$ cat config.mk
export PLATFORM = sky130hd
export DESIGN_NAME = color_centroid
export DESIGN_NICKNAME = d
export VERILOG_FILES = /design/src/rtl/color_centroid.sv
export SDC_FILE = /design/constraint.sdc
export NUM_CORES = 1
export LEC_CHECK = 0
export ABC_AREA = 1
export BUFFER_PORTS_ARGS = -buffer_cell sky130_fd_sc_hd__buf_2
export CAP_MARGIN = 5
export CORE_MARGIN = 2
export CORE_UTILIZATION = 30
export DETAILED_ROUTE_END_ITERATION = 10
export GPL_TIMING_DRIVEN = 1
export PLACE_DENSITY = 0.53
export SYNTH_ARGS = -nofsm -noshare
export SYNTH_HDL_FRONTEND = slang
export SYNTH_SLANG_ARGS = --single-unit
$ cat constraint.sdc
create_clock -name clk_pixel -period 2.4 [get_ports clk_pixel]
set_input_delay 0.24 -clock clk_pixel [delete_from_list [all_inputs] [get_ports clk_pixel]]
set_output_delay 0.24 -clock clk_pixel [all_outputs]
set_load 0.01 [all_outputs]
$ cat src/rtl/color_centroid.sv
// color_centroid
// Builds a 1-bit mask from a Cr window on the pixel stream. It also keeps
// per-frame sums of the masked pixel coordinates and their count. At every
// frame boundary the mask centroid (x, y) and area are produced by two
// restoring dividers that run side by side.
module color_centroid #(
   parameter int H_WIDTH   = 11,
   parameter int V_WIDTH   = 10,
   parameter int ACC_WIDTH = 32,
   parameter int CNT_WIDTH = 20
) (
   input  logic                 clk_pixel,
   input  logic                 sys_rst_pixel_n,
   input  logic [H_WIDTH-1:0]   hcount_in,
   input  logic [V_WIDTH-1:0]   vcount_in,
   input  logic                 data_valid_in,
   input  logic                 new_frame_in,
   input  logic [7:0]           y_in,
   input  logic [7:0]           cr_in,
   input  logic [7:0]           cb_in,
   input  logic [7:0]           lower_cr_in,
   input  logic [7:0]           upper_cr_in,
   output logic                 mask_out,
   output logic [H_WIDTH-1:0]   x_out,
   output logic [V_WIDTH-1:0]   y_out,
   output logic [CNT_WIDTH-1:0] area_out,
   output logic                 centroid_valid_out,
   output logic                 busy_out
);

   localparam int ITER_WIDTH = $clog2(ACC_WIDTH);
   localparam logic [ITER_WIDTH-1:0] LAST_ITER = ITER_WIDTH'(ACC_WIDTH - 1);

   typedef enum logic [1:0] {
      IDLE_ACC,
      DIVIDE,
      REPORT
   } state_t;

   state_t state;

   // Threshold result for the pixel currently on the inputs
   logic hit;

   // Running per-frame accumulators
   logic [CNT_WIDTH-1:0] cnt;
   logic [ACC_WIDTH-1:0] sum_x;
   logic [ACC_WIDTH-1:0] sum_y;
   logic [ACC_WIDTH-1:0] hcount_ext;
   logic [ACC_WIDTH-1:0] vcount_ext;

   // Divider operands and working registers
   logic [CNT_WIDTH-1:0]  div_cnt;
   logic [ACC_WIDTH-1:0]  quo_x;
   logic [ACC_WIDTH-1:0]  quo_y;
   logic [ACC_WIDTH-1:0]  rem_x;
   logic [ACC_WIDTH-1:0]  rem_y;
   logic [ITER_WIDTH-1:0] iter;

   // One restoring step for each divider
   logic [ACC_WIDTH:0]   divisor_ext;
   logic [ACC_WIDTH:0]   shift_x;
   logic [ACC_WIDTH:0]   shift_y;
   logic                 ge_x;
   logic                 ge_y;
   logic [ACC_WIDTH-1:0] rem_x_next;
   logic [ACC_WIDTH-1:0] rem_y_next;
   logic [ACC_WIDTH-1:0] quo_x_next;
   logic [ACC_WIDTH-1:0] quo_y_next;

   // Luma and Cb pass through this block but are not used for segmentation
   logic unused_pixel_bits;
   assign unused_pixel_bits = ^{y_in, cb_in};

   // Inclusive unsigned window. An inverted window (upper < lower) can never match.
   assign hit = data_valid_in
                && (cr_in >= lower_cr_in)
                && (cr_in <= upper_cr_in);

   assign hcount_ext = {{(ACC_WIDTH-H_WIDTH){1'b0}}, hcount_in};
   assign vcount_ext = {{(ACC_WIDTH-V_WIDTH){1'b0}}, vcount_in};

   // The remainder always stays below the divisor, so it fits in ACC_WIDTH bits
   // after each step. The shifted value needs one extra bit for the compare.
   assign divisor_ext = {{(ACC_WIDTH+1-CNT_WIDTH){1'b0}}, div_cnt};
   assign shift_x     = {rem_x, quo_x[ACC_WIDTH-1]};
   assign shift_y     = {rem_y, quo_y[ACC_WIDTH-1]};
   assign ge_x        = (shift_x >= divisor_ext);
   assign ge_y        = (shift_y >= divisor_ext);
   assign rem_x_next  = ge_x ? ACC_WIDTH'(shift_x - divisor_ext) : ACC_WIDTH'(shift_x);
   assign rem_y_next  = ge_y ? ACC_WIDTH'(shift_y - divisor_ext) : ACC_WIDTH'(shift_y);
   assign quo_x_next  = {quo_x[ACC_WIDTH-2:0], ge_x};
   assign quo_y_next  = {quo_y[ACC_WIDTH-2:0], ge_y};

   // Register the mask so it lines up one cycle behind the pixel
   always_ff @(posedge clk_pixel or negedge sys_rst_pixel_n) begin
      if (!sys_rst_pixel_n) begin
         mask_out <= 1'b0;
      end else begin
         mask_out <= hit;
      end
   end

   // Accumulate masked pixels. At a frame boundary the count and sums restart
   // from the boundary pixel itself, because that pixel belongs to the new frame.
   always_ff @(posedge clk_pixel or negedge sys_rst_pixel_n) begin
      if (!sys_rst_pixel_n) begin
         cnt   <= '0;
         sum_x <= '0;
         sum_y <= '0;
      end else if (new_frame_in) begin
         cnt   <= hit ? CNT_WIDTH'(1) : '0;
         sum_x <= hit ? hcount_ext : '0;
         sum_y <= hit ? vcount_ext : '0;
      end else if (hit) begin
         cnt   <= cnt + CNT_WIDTH'(1);
         sum_x <= sum_x + hcount_ext;
         sum_y <= sum_y + vcount_ext;
      end
   end

   // Frame-boundary sequencer. It snapshots the sums, runs both dividers MSB
   // first for ACC_WIDTH cycles, then registers the centroid and pulses valid.
   always_ff @(posedge clk_pixel or negedge sys_rst_pixel_n) begin
      if (!sys_rst_pixel_n) begin
         state              <= IDLE_ACC;
         div_cnt            <= '0;
         quo_x              <= '0;
         quo_y              <= '0;
         rem_x              <= '0;
         rem_y              <= '0;
         iter               <= '0;
         x_out              <= '0;
         y_out              <= '0;
         area_out           <= '0;
         centroid_valid_out <= 1'b0;
         busy_out           <= 1'b0;
      end else begin
         case (state)
            IDLE_ACC: begin
               centroid_valid_out <= 1'b0;
               if (new_frame_in) begin
                  if (cnt != '0) begin
                     div_cnt  <= cnt;
                     quo_x    <= sum_x;
                     quo_y    <= sum_y;
                     rem_x    <= '0;
                     rem_y    <= '0;
                     iter     <= '0;
                     busy_out <= 1'b1;
                     state    <= DIVIDE;
                  end else begin
                     area_out           <= '0;
                     centroid_valid_out <= 1'b1;
                     state              <= REPORT;
                  end
               end
            end

            DIVIDE: begin
               quo_x <= quo_x_next;
               quo_y <= quo_y_next;
               rem_x <= rem_x_next;
               rem_y <= rem_y_next;
               iter  <= iter + ITER_WIDTH'(1);
               if (iter == LAST_ITER) begin
                  x_out              <= quo_x_next[H_WIDTH-1:0];
                  y_out              <= quo_y_next[V_WIDTH-1:0];
                  area_out           <= div_cnt;
                  centroid_valid_out <= 1'b1;
                  busy_out           <= 1'b0;
                  state              <= REPORT;
               end
            end

            REPORT: begin
               centroid_valid_out <= 1'b0;
               state              <= IDLE_ACC;
            end

            default: begin
               centroid_valid_out <= 1'b0;
               busy_out           <= 1'b0;
               state              <= IDLE_ACC;
            end
         endcase
      end
   end

endmodule

======== After elaboration in Yosys (flattened, before gate mapping) ========
Index checks and enable logic that the tools add are counted.
cells by class
  $add $sub $neg .......................... 6
  multipliers ............................. 0
  div/mod/pow operators ................... 0
  magnitude comparators ................... 4
  equality and inequality tests ........... 7
  shift operators ......................... 0
  mux-type cells .......................... 40
  bitwise gates (word level) .............. 1
  reduce and logical (&&, ||, !) cells .... 12
operators by type and width
  kind                     number
  $mux W32                 12
  $pmux W32 S2             4
  $mux W20                 5
  $ge A33 B20 Y1           2
  $sub A32 B20 Y32         2
  $pmux W20 S2             1
  $add A32 B10 Y32         1
  $add A32 B11 Y32         1
  $add A20 B1 Y20 const B  1
  $reduce_bool A20 Y1      1
  $mux W11                 1
  $mux W10                 1
  $mux W5                  2
  $pmux W5 S2              1
  $ge A8 B8 Y1             1
  $le A8 B8 Y1             1
  $ne A2 B2 Y1 const B     4
  $reduce_and A4 Y1        2
  $mux W1                  7
  $mux W2                  3
  $reduce_and A3 Y1        2
  $add A5 B1 Y5 const B    1
  $eq A5 B5 Y1 const B     1
  $pmux W2 S2              1
  other kinds (9)          12
storage, ports and cells
  register bits after elaboration ......... 283
  bits in latches ......................... 0
  bits in writable memories ............... 0
  memory bits (read-only) ................. 0
  bits of input ports ..................... 65
  output and inout bits ................... 44
  word-level logic and storage cells ...... 86
  memories kept ........................... 0

======== Longest topological paths before layout ========
Gate-level depths: netlist (run 1).
  word-level depth ........................ 5
  gate-level depth with buffers ........... 16
  depth with buffers taken out ............ 16

======== Worst setup path before layout (run 1) ========
Ideal clock, no wire load.
  kind .................................... register to register
  from .................................... register sum_y[0]
  to ...................................... register sum_y[14]
  library setup time ...................... 126 ps
  data arrival time ....................... 1,891 ps
  required time ........................... 2,274 ps
  path slack .............................. 383 ps
  stages on the path, launching flop included .. 12
  buffers on the path ..................... 0
  period minus slack after synthesis ...... 2,017 ps
  cells stage by stage .................... dfrtp_1 ha_1 fa_1 nand3_1 nand2_1 nand3_1 nand2_1 nand2_1 nand2_1 or2_2 nand3_1 o21ai_0
on the way
  longest elaborated chain between the ends .. 3
ends and longest elaborated chain
  item                    line  source
  start, declared         48    logic [ACC_WIDTH-1:0] sum_y;
  start signal, assigned  114   sum_y <= hit ? vcount_ext : '0;
  start signal, assigned  118   sum_y <= sum_y + vcount_ext;
  $add A32 B10 Y32        118
  $mux W32                115   end else if (hit) begin
  $mux W32                111   end else if (new_frame_in) begin
Every way passes these cells. The select of a mux whose other input is x is not followed.
A chain may end at the register's enable or synchronous reset.

======== Worst setup path in the final report (run 1) ========
  from .................................... register div_cnt[0]
  to ...................................... register rem_y[20]
on the way
  longest elaborated chain between the ends .. 3
  elaborated cells on any way between the ends .. 4
  those cells by class .................... 1 x add/sub; 1 x order compare; 2 x mux
ends and longest elaborated chain
  item                                                line    source
  start, declared                                     53      logic [CNT_WIDTH-1:0] div_cnt;
  start signal, assigned                              144     div_cnt <= cnt;
  $sub A32 B20 Y32 or $ge A33 B20 Y1 (tied branches)  91, 89
  $mux W32 *                                          91      assign rem_y_next = ge_y ? ACC_WIDTH'(shift_y - divisor_ext) : ACC_WIDTH'(shift_y);
  $pmux W32 S2 *                                      139     case (state)
  end signal, assigned                                164     rem_y <= rem_y_next;
  end, declared                                       57      logic [ACC_WIDTH-1:0] rem_y;
Every way passes the cells marked *; elsewhere a longest branch is shown, timed or not.

==> summary.txt, run 1 <==
Yosys
  • Ys async rst share: 100.0%
  • Synthesized area per cell: 6.765 um2
  • Synth cell types: 45
  • Yosys warning total: 0
  • Post-synth EDFFs: 0
  • Gate Count Post-Synth: 2,938
  • Synthesized flop and latch total: 283
  • Most used DFF post-synth: dfrtp_1
  • Sequential element share of the synthesized area: 35.63%
  • Syn nets: 3,088
  • Cell Area, Synth: 0.01988 mm2

GRT
  • Overflow after GRT: 0
  • Vias in the first global route: 18,150
  • First-pass GRT wire length: 96,040 um
  • Antenna violations before repair: 0
  • GR Util All Layers: 17.33%
  • Largest net degree at the start of global routing: 92

Hold path
  • Worst Hold Class: input port to flip-flop
  • Hold Path Depth: 3
  • Hold Crit Start: hcount_in[1]
  • Worst Hold Path EP: sum_x[1]$_DFFE_PN0P_

Floorplanning
  • Chip width: 261.4 um
  • Core Box Area: 0.06563 mm2
  • Die Span Y: 261.4 um
  • FP Rows: 94
  • I/O pins: 109
  • Starting Density: 30.28%
  • Die ar.: 0.06832 mm2

Critical path
  • Worst R2R End: rem_y[20]$_DFFE_PN0P_
  • Critical Path RT: 2.84 ns
  • Reg2reg start: div_cnt[0]$_DFFE_PN0P_
  • Critical path cell sequence: ha_1, fa_1, inv_1, nand3_1, nand3_1, nand3_1, nand3_1, nand2_1, nand2_1, nand2_1, nand4_1, nand2_1
  • WS Path Type: flip-flop to flip-flop
  • Reg2Reg Depth: 12
  • CP endpoint kind: flip-flop
  • Worst-path fanout max: 4
  • CP max stage delay: 0.49 ns
  • Critical path's top delay family: simple AND/OR/NAND/NOR gates
  • Setup crit start kind: flip-flop
  • WP buf/inv: 1
  • Critical path's slowest cell: dfrtp_2
  • Reg2reg setup slack: 0.09 ns
  • Crit path DAT: 2.75 ns

Placed design
  • Placed Cells incl. Taps: 3,864
  • DP Area: 0.02156 mm2
  • Hpwl dp: 43,830 um
  • IO Port Bufs: 92
  • DP Worst Slack: 0.002594 ns
  • Routability congestion estimate: 0.9317

Detailed routing
  • DRT Pass-1 Iters: 5
  • Met3 WL: 2221 um
  • Total Wirelength: 58,650 um
  • DRT antenna net count: 0
  • 1st-iter DRT viols: 1,325
  • Residual DRC count: 0
  • Wl on met1: 28,030 um
  • Drt via density: 4.736
  • Per-cell routed wire length: 14.84 um
  • Top sig layer: met4
  • Via count: 18,720
  • DR WL met2: 26,970 um

Finish
  • Layout cell share with drive strength beyond 1: 10.62%
  • Syn-to-layout area delta: 16.88%
  • Post-layout nets: 3,213
  • Finished Cell Area: 0.02323 mm2
  • Diode count: 0
  • Filler cell count: 7,114
  • Final Non-Filler Cells: 3,952
  • Multi-input logic area: 0.01090 mm2
  • FF+latch area: 0.007083 mm2

Clock tree
  • Latest clock arrival within the worst-skew pair: 0.57 ns
  • CTS tree: done
  • H-tree Lvls: 2
  • Clk pin slew, worst setup/hold paths: 0.06 ns
  • Maximum clock insertion buffer count: 3
  • Root buffer cell: clkbuf_16
  • CTS Buf Count: 36
  • Clk sink count: 283

Timing
  • Min Tclk post-route: 2.312 ns
  • Hold slack: 0.04115 ns
  • Skew final: 0.02611 ns
  • Final period utilization: 96.32%
  • Highest Clock Rate: 432.6 MHz
  • Setup WS post-layout: 0.08827 ns
  • Worst-Margin Slew: 0.5118 ns
  • Final Max Tran Viols: 0
  • RSZ-0062 raised after global routing: yes
  • Relative slew slack: 65.52%
  • Final Hold Vio Count: 0
  • Setup violators final: 0

Flow run
  • MaxCap Viol Count: 0

Power
  • Leak: 11.80 nW
  • Total Power: 24.27 mW
  • PwrDens: 1045 mW/mm2
  • Worst VDD drop: 0.0005420 V

Status
  • Outcome: complete, no violations
## power breakdown
part | internal [mW] | leakage (nW) | switching, mW
registers | 5.70 | 3.83 | 0.593
logic | 4.27 | 7.36 | 7.90
clock network | 3.60 | 0.612 | 2.21
total | 13.6 | 11.8 | 10.7
## cells in the final DEF (no fill, tap or decap), types with 6 or more instances in the layout
cell and n:
buf_4 61, a21oi_1 63, ha_1 72, o21bai_1 6, nor3_1 31, o211ai_1 75
nor3_2 6, xor2_1 16, dfrtp_1 282, or2_2 9, bufinv_16 6, inv_2 18
clkbuf_16 38, nand2_1 1029, and3_1 6, inv_1 361, nand3b_1 44, nor2_2 15
buf_12 15, nand4_1 46, xnor2_1 27, buf_2 91, nand3_1 278, o21ai_1 86
dlygate4sd3_1 20, nor2_1 177, nand2_2 20, nor2_4 6, clkbuf_1 9, o21ai_0 115
## worst reg2reg max path, stage by stage (launching register included)
cell     delay [ns]
dfrtp_2        0.49
ha_1           0.26
fa_1           0.44
inv_1          0.11
nand3_1        0.07
nand3_1        0.13
nand3_1        0.10
nand3_1        0.22
nand2_1        0.14
nand2_1        0.08
nand2_1        0.04
nand4_1        0.06
nand2_1        0.05
## state kept, by name, summed over array words and instances, names as in the netlist, 2 cells and up
signal and flops:
state 2, x_out 11, sum_y 32, quo_y 32, rem_y 32, y_out 10, sum_x 32, area_out 20
rem_x 32, quo_x 32, iter 5, cnt 20, div_cnt 20
## logic make-up after synthesis
| group | Yosys count | synth area share [%] |
|---|---|---|
| adder cells (fa/ha/maj) | 85 | 5.502 |
| buffers and inverters | 484 | 10.32 |
| AO/OA/AOI/OAI | 355 | 10.07 |
| AND/OR/NAND/NOR | 1688 | 36.58 |
| XOR/XNOR | 43 | 1.895 |
| flip-flops | 283 | 35.63 |
## layout make-up
| cell class | count | area share [%] |
|---|---|---|
| flip-flops and latches | 283 | 30.49 |
| inverters | 380 | 6.151 |
| well taps | 864 | 4.653 |
| repair buffers | 191 | 6.355 |
| clock inverters | 14 | 1.104 |
| multi-input cells | 2171 | 46.94 |
| clock buffers | 49 | 4.309 |
## cell usage after synthesis, types with 2 or more instances
cell type	number	share of area [%]
nor3_1	33	0.83
a21o_1	2	0.076
a21oi_2	3	0.13
o21bai_1	6	0.23
dfrtp_1	283	36
nor3b_1	2	0.076
or2_2	9	0.28
a21oi_1	65	1.6
nand3_2	3	0.15
and3_1	6	0.19
nand4_1	46	1.4
o21a_1	2	0.076
and2_1	4	0.13
nor4_1	2	0.063
xnor2_1	27	1.2
nand3_1	280	7.1
o21ai_1	84	2.1
xor2_1	16	0.71
nor2_4	4	0.23
nand2_2	11	0.35
inv_1	367	6.9
buf_2	25	0.63
o211ai_1	75	2.8
inv_2	13	0.25
fa_1	4	0.40
buf_1	15	0.28
nand3b_1	44	1.7
nor2_2	11	0.35
buf_4	10	0.38
buf_6	20	1.1
nand2_1	1039	20
ha_1	81	5.1
nor2_1	183	3.5
o21ai_0	117	2.9
clkbuf_1	30	0.57
nor3_2	5	0.25
clkbuf_2	3	0.076
## through the flow
stage / util [%] / setup TNS, ns
final: 35.40 / 0
after global routing: 35.40 / -0.004404
after CTS: 35.07 / 0
after detailed placement: 32.85 / 0
after global placement: 32.85 / 0
after floorplan: - / 0
## worst max-delay path by stage
| stage | depth (start not counted) | from | endpoint | slack [ns] |
|---|---|---|---|---|
| 6_report | 12 | div_cnt[0]$_DFFE_PN0P_ | rem_y[20]$_DFFE_PN0P_ | 0.09 |
| 5_1_grt | 14 | div_cnt[15]$_DFFE_PN0P_ | rem_y[5]$_DFFE_PN0P_ | -0.004 |
| 4_1_cts | 13 | div_cnt[18]$_DFFE_PN0P_ | rem_x[5]$_DFFE_PN0P_ | 0.007 |
| 3_5_place_dp | 13 | div_cnt[18]$_DFFE_PN0P_ | rem_x[10]$_DFFE_PN0P_ | 0.003 |
| 3_3_place_gp | 13 | div_cnt[18]$_DFFE_PN0P_ | rem_x[7]$_DFFE_PN0P_ | 0.06 |
| 2_1_floorplan | 11 | sum_y[0]$_DFFE_PN0P_ | sum_y[14]$_DFFE_PN0P_ | 0.38 |
## metal layers
layer | track usage (%) | up-vias
li1 | - | 9710
met1 | 23.34 | 8625
met2 | 29.20 | 301
met3 | 2.168 | 80
met4 | 4.719 | 0
met5 | 0 | -
## what timing repair did
item / CTS / global route
gates resized for setup: 0 / 44
hold buffers: 20 / 0
endpoints found under the hold margin: 269 / 0
setup buffers: 0 / 4
setup endpoints to repair: 0 / 70
No activity file was read; power rests on OpenSTA's default activity.
==> run 2, diff against run 1 <==
--- a/config.mk
+++ b/config.mk
@@ -12,7 +12,7 @@
 export CORE_UTILIZATION = 30
 export DETAILED_ROUTE_END_ITERATION = 10
 export GPL_TIMING_DRIVEN = 1
-export PLACE_DENSITY = 0.53
+export PLACE_DENSITY = 0.51
 export SYNTH_ARGS = -nofsm -noshare
 export SYNTH_HDL_FRONTEND = slang
 export SYNTH_SLANG_ARGS = --single-unit
==> summary.txt, run 2 (same netlist as run 1, synthesis figures left out) <==
Critical path
  • Critical path's slowest cell: fa_1
  • Crit path DAT: 2.74 ns
  • Reg2Reg Depth: 11
  • Top cell by count, worst path: nand2_1
  • Critical path cell sequence: ha_1, fa_1, nor3_2, o21bai_1, nand2_1, nand2_1, nand2_1, nand2_1, nand2_1, nand3_1, nand2_1
  • Setup crit start kind: flip-flop
  • Worst-path fanout max: 4
  • CP max stage delay: 0.45 ns
  • CP endpoint kind: flip-flop
  • WS Path Type: flip-flop to flip-flop
  • Critical Path RT: 2.89 ns

Timing
  • Relative slew slack: 56.21%
  • Final Max Tran Viols: 0
  • Final TNS setup: 0 ns
  • Final period utilization: 93.83%
  • Final Hold Vio Count: 0
  • Setup violators final: 0
  • Worst-Margin Slew: 0.6569 ns
  • Highest Clock Rate: 444.1 MHz
  • Min Tclk post-route: 2.252 ns
  • RSZ-0062 raised after global routing: yes
  • Skew final: 0.01910 ns
  • Setup WS post-layout: 0.1480 ns

GRT
  • GR Util All Layers: 17.58%
  • First-pass GRT wire length: 97,080 um
  • Antenna violations before repair: 0
  • Vias in the first global route: 18,020
  • Largest net degree at the start of global routing: 102
  • Overflow after GRT: 0

Clock tree
  • CTS Buf Count: 35
  • Clk pin slew, worst setup/hold paths: 0.06 ns
  • Latest clock arrival within the worst-skew pair: 0.56 ns
  • Root buffer cell: clkbuf_16
  • H-tree Lvls: 2
  • Maximum clock insertion buffer count: 3
  • CTS tree: done
  • Clk sink count: 283

Placed design
  • IO Port Bufs: 92
  • Placed Cells incl. Taps: 3,873
  • Hpwl dp: 43,930 um
  • Routability congestion estimate: 0.9110
  • DP Worst Slack: 0.02975 ns

Finish
  • Final Non-Filler Cells: 3,957
  • Most frequent cells in the layout: nand2_1, inv_1, dfrtp_1
  • Layout cell share with drive strength beyond 1: 10.51%
  • Syn-to-layout area delta: 16.56%
  • Commonest non-fill, non-tap cell in the layout: nand2_1
  • Diode count: 0
  • Post-layout nets: 3,217

Floorplanning
  • Die Span Y: 261.4 um
  • Chip width: 261.4 um
  • Die ar.: 0.06832 mm2
  • I/O pins: 109
  • Starting Density: 30.28%
  • FP Rows: 94
  • Core Box Area: 0.06563 mm2

Power
  • Worst VDD drop: 0.0007229 V
  • Leak: 11.79 nW
  • PwrDens: 1032 mW/mm2

Detailed routing
  • Drt via density: 4.687
  • Via count: 18,550
  • Total Wirelength: 58,710 um
  • DRT antenna net count: 0
  • Residual DRC count: 0
  • Per-cell routed wire length: 14.84 um
  • 1st-iter DRT viols: 1,112
  • DRT Pass-1 Iters: 5

Status
  • Outcome: complete, no violations

Hold path
  • Worst Hold Class: input port to flip-flop
  • Hold Path Depth: 3

Flow run
  • MaxCap Viol Count: 0
run 2: cell count changes in the layout (fill, tap and decap cells not counted), sizes merged:
cell | previous run | this run
bufinv | 6 | 4
clkinv | 5 | 7
dlygate4sd3 | 20 | 19
buf | 170 | 177
inv | 382 | 381
run 2: routing by layer:
| metal | part of all wire [%] | track usage, % | routed length, um |
|---|---|---|---|
| met1 | 50 | 24.75 | 29090 |
| met2 | 45 | 28.25 | 26140 |
| met3 | 3.7 | 2.487 | 2186 |
| met4 | 2.2 | 4.530 | 1294 |
| met5 | 0 | 0 | 0 |
run 2: repair_timing:
action	CTS	global route
gates resized for setup	0	34
hold endpoints to repair	83	0
setup buffers	0	2
hold buffers	19	0
endpoints found under the setup margin	0	68
run 2: critical path, delay by kind of cell, from the launching register on:
| family | cells | cell delay (ns) |
|---|---|---|
| AO/OA/AOI/OAI | 1 | 0.12 |
| adder cells (fa/ha/maj) | 2 | 0.70 |
| flip-flops | 1 | 0.44 |
| AND/OR/NAND/NOR | 8 | 0.92 |
run 2: path summary, 6_finish.rpt:
kind,start,endpoint,slack [ns]
setup / recovery,div_cnt[0]$_DFFE_PN0P_,rem_x[30]$_DFFE_PN0P_,0.15
min in group asynchronous,sys_rst_pixel_n,div_cnt[3]$_DFFE_PN0P_,0.35
hold / removal,vcount_in[5],sum_y[5]$_DFFE_PN0P_,0.02
hold reg to reg,area_out[19]$_DFFE_PN0P_,area_out[19]$_DFFE_PN0P_,0.46
setup reg to reg,div_cnt[0]$_DFFE_PN0P_,rem_x[30]$_DFFE_PN0P_,0.15
max in group asynchronous,sys_rst_pixel_n,sum_x[5]$_DFFE_PN0P_,1.34
run 2: cell type report:
cell class	instances	area, um2
inverter	380	1428
multi-input combinational	2171	10880
timing repair buffer	196	1510
tap	864	1081
clock inverter	13	190.2
fill	7179	42460
sequential	283	7083
clock buffer	50	992.2
run 2: power breakdown:
group	switching [mW]	total, mW	internal (mW)
logic	7.88	12.1	4.24
registers	0.561	6.26	5.70
clock network	2.21	5.54	3.33
total	10.6	23.9	13.3
run 2: stage by stage:
step                instance area (um2)  utilization (%)  hold WS (ns)  total power, mW
finish                            23170            35.30       0.02433            23.91
global route                      23170            35.30       0.03756            26.24
CTS                               23010            35.06     0.0009002            23.98
detailed placement                21640            32.97        0.2892            18.22
global placement                  21640            32.97        0.2977            18.21
floorplan                         19880                -      -0.05559            15.03
==> run 3, diff against run 2 <==
--- a/config.mk
+++ b/config.mk
@@ -13,6 +13,7 @@
 export DETAILED_ROUTE_END_ITERATION = 10
 export GPL_TIMING_DRIVEN = 1
 export PLACE_DENSITY = 0.51
+export RECOVER_POWER = 50
 export SYNTH_ARGS = -nofsm -noshare
 export SYNTH_HDL_FRONTEND = slang
 export SYNTH_SLANG_ARGS = --single-unit
==> summary.txt, run 3 (same netlist as run 1, synthesis figures left out) <==
Placed design
  • IO Port Bufs: 92
  • Placed Cells incl. Taps: 3,873
  • DP Worst Slack: 0.02975 ns
  • Routability congestion estimate: 0.9110
  • Hpwl dp: 43,930 um
  • DP Area: 0.02164 mm2

Timing
  • Min Tclk post-route: 2.238 ns
  • Setup violators final: 0
  • RSZ-0062 raised after global routing: yes
  • Setup WS post-layout: 0.1618 ns
  • Final Hold Vio Count: 0
  • Relative slew slack: 25.96%
  • Final period utilization: 93.26%
  • Skew final: 0.01802 ns
  • Highest Clock Rate: 446.8 MHz
  • Final Max Tran Viols: 0
  • Worst-Margin Slew: 1.111 ns

Detailed routing
  • Via count: 18,570
  • 1st-iter DRT viols: 1,096
  • DRT antenna net count: 0
  • Drt via density: 4.693
  • Residual DRC count: 0
  • Total Wirelength: 58,750 um
  • Per-cell routed wire length: 14.85 um
  • DRT Pass-1 Iters: 5

Clock tree
  • Maximum clock insertion buffer count: 3
  • Clk pin slew, worst setup/hold paths: 0.06 ns
  • H-tree Lvls: 2
  • Clk sink count: 283
  • CTS tree: done
  • Latest clock arrival within the worst-skew pair: 0.56 ns
  • Root buffer cell: clkbuf_16
  • CTS Buf Count: 35

GRT
  • GR Util All Layers: 17.58%
  • Overflow after GRT: 0
  • Vias in the first global route: 18,020
  • Antenna violations before repair: 0
  • Largest net degree at the start of global routing: 102
  • First-pass GRT wire length: 97,080 um

Critical path
  • Reg2reg setup slack: 0.16 ns
  • Worst setup path end: rem_y[16]$_DFFE_PN0P_
  • Crit path DAT: 2.67 ns
  • CP endpoint kind: flip-flop
  • Reg2reg start: div_cnt[0]$_DFFE_PN0P_
  • WS Path Type: flip-flop to flip-flop
  • Worst-path fanout max: 4
  • Setup crit start kind: flip-flop
  • Critical Path RT: 2.83 ns
  • Worst R2R End: rem_y[16]$_DFFE_PN0P_
  • Reg2Reg Depth: 14
  • CP Launch Point: div_cnt[0]$_DFFE_PN0P_

Power
  • Clk network pwr share: 23.1%
  • Worst VDD drop: 0.0007229 V
  • Register share of total power: 26.2%
  • Leak: 11.68 nW
  • Sw Share: 44.58%
  • PwrDens: 1036 mW/mm2
  • Pint: 13.25 mW
  • Logic gate share of total power: 50.7%
  • Net Switching: 10.66 mW

Finish
  • Finished Cell Area: 0.02308 mm2
  • Syn-to-layout area delta: 16.13%
  • Most frequent cells in the layout: nand2_1, inv_1, dfrtp_1
  • Diode count: 0
  • Final Non-Filler Cells: 3,957
  • Layout cell share with drive strength beyond 1: 9.861%
  • Post-layout util: 35.17%
  • Commonest non-fill, non-tap cell in the layout: nand2_1
  • Post-layout nets: 3,217

Floorplanning
  • I/O pins: 109
  • Die Span Y: 261.4 um
  • Chip width: 261.4 um
  • Die ar.: 0.06832 mm2
  • Core Box Area: 0.06563 mm2
  • Starting Density: 30.28%
  • FP Rows: 94

Status
  • Outcome: complete, no violations

Hold path
  • Worst Hold Class: input port to flip-flop

Flow run
  • MaxCap Viol Count: 0
[run 3: cell count changes in the layout (fill, tap and decap cells not counted)]
cell	change
buf_12	-3
buf_2	-15
buf_4	-4
buf_8	-1
clkbuf_1	+20
clkbuf_2	+1
clkbuf_4	+2
[run 3: layer usage]
| metal | global-route usage, % | up-vias | share of wire (%) |
|---|---|---|---|
| li1 | - | 9691 | - |
| met1 | 24.75 | 8535 | 50 |
| met2 | 28.25 | 274 | 44 |
| met3 | 2.487 | 71 | 3.7 |
| met4 | 4.530 | 0 | 2.2 |
| met5 | 0 | - | 0 |
[run 3: cell type report]
class / count / area, um2
clock inverters: 13 / 190.2
inverters: 380 / 1428
multi-input cells: 2171 / 10880
fillers: 7198 / 42550
repair buffers: 196 / 1425
flip-flops and latches: 283 / 7083
well taps: 864 / 1081
clock buffers: 50 / 992.2
[run 3: worst min-delay path by stage]
stage | startpoint | to | cells after the start
6_report | vcount_in[5] | sum_y[5]$_DFFE_PN0P_ | 3
2_1_floorplan | sys_rst_pixel_n | area_out[0]$_DFFE_PN0P_ | 0
3_3_place_gp | sys_rst_pixel_n | cnt[8]$_DFFE_PN0P_ | 1
3_5_place_dp | sys_rst_pixel_n | div_cnt[3]$_DFFE_PN0P_ | 1
4_1_cts | vcount_in[5] | sum_y[5]$_DFFE_PN0P_ | 3
5_1_grt | vcount_in[5] | sum_y[5]$_DFFE_PN0P_ | 3
[run 3: power groups by stage]
stage	Sequential (mW)	Combinational (mW)	Clock (mW)
after floorplan	6.19	8.84	0
after global placement	6.32	11.9	0
after detailed placement	6.32	11.9	0
after CTS	6.25	12.0	5.75
after global routing	6.38	13.9	5.94
final	6.26	12.1	5.53
[run 3: metrics by stage]
stage | setup TNS [ns] | hold WS (ns) | power (mW)
floorplan | 0 | -0.05559 | 15.03
global placement | 0 | 0.2977 | 18.21
detailed placement | 0 | 0.2892 | 18.22
CTS | 0 | 0.0009002 | 23.98
global route | -0.02678 | 0.03923 | 26.22
finish | 0 | 0.02715 | 23.91
[run 3: repair_timing]
item,4_1_cts,5_1_grt
setup buffers,0,2
hold buffers,19,0
gates resized for setup,0,34
endpoints found under the setup margin,0,68
endpoints found under the hold margin,83,0
[run 3: critical path, cell delays in order (launching register included)]
cell     delay (ns)
dfrtp_1        0.44
ha_1           0.25
fa_1           0.43
inv_1          0.10
nand3_1        0.07
nand3_1        0.17
nand2_1        0.09
nand2_2        0.15
nand2_1        0.09
nand3_1        0.07
nand2_1        0.05
nand2_1        0.05
nand2_1        0.04
nand2_1        0.05
nand2_1        0.05
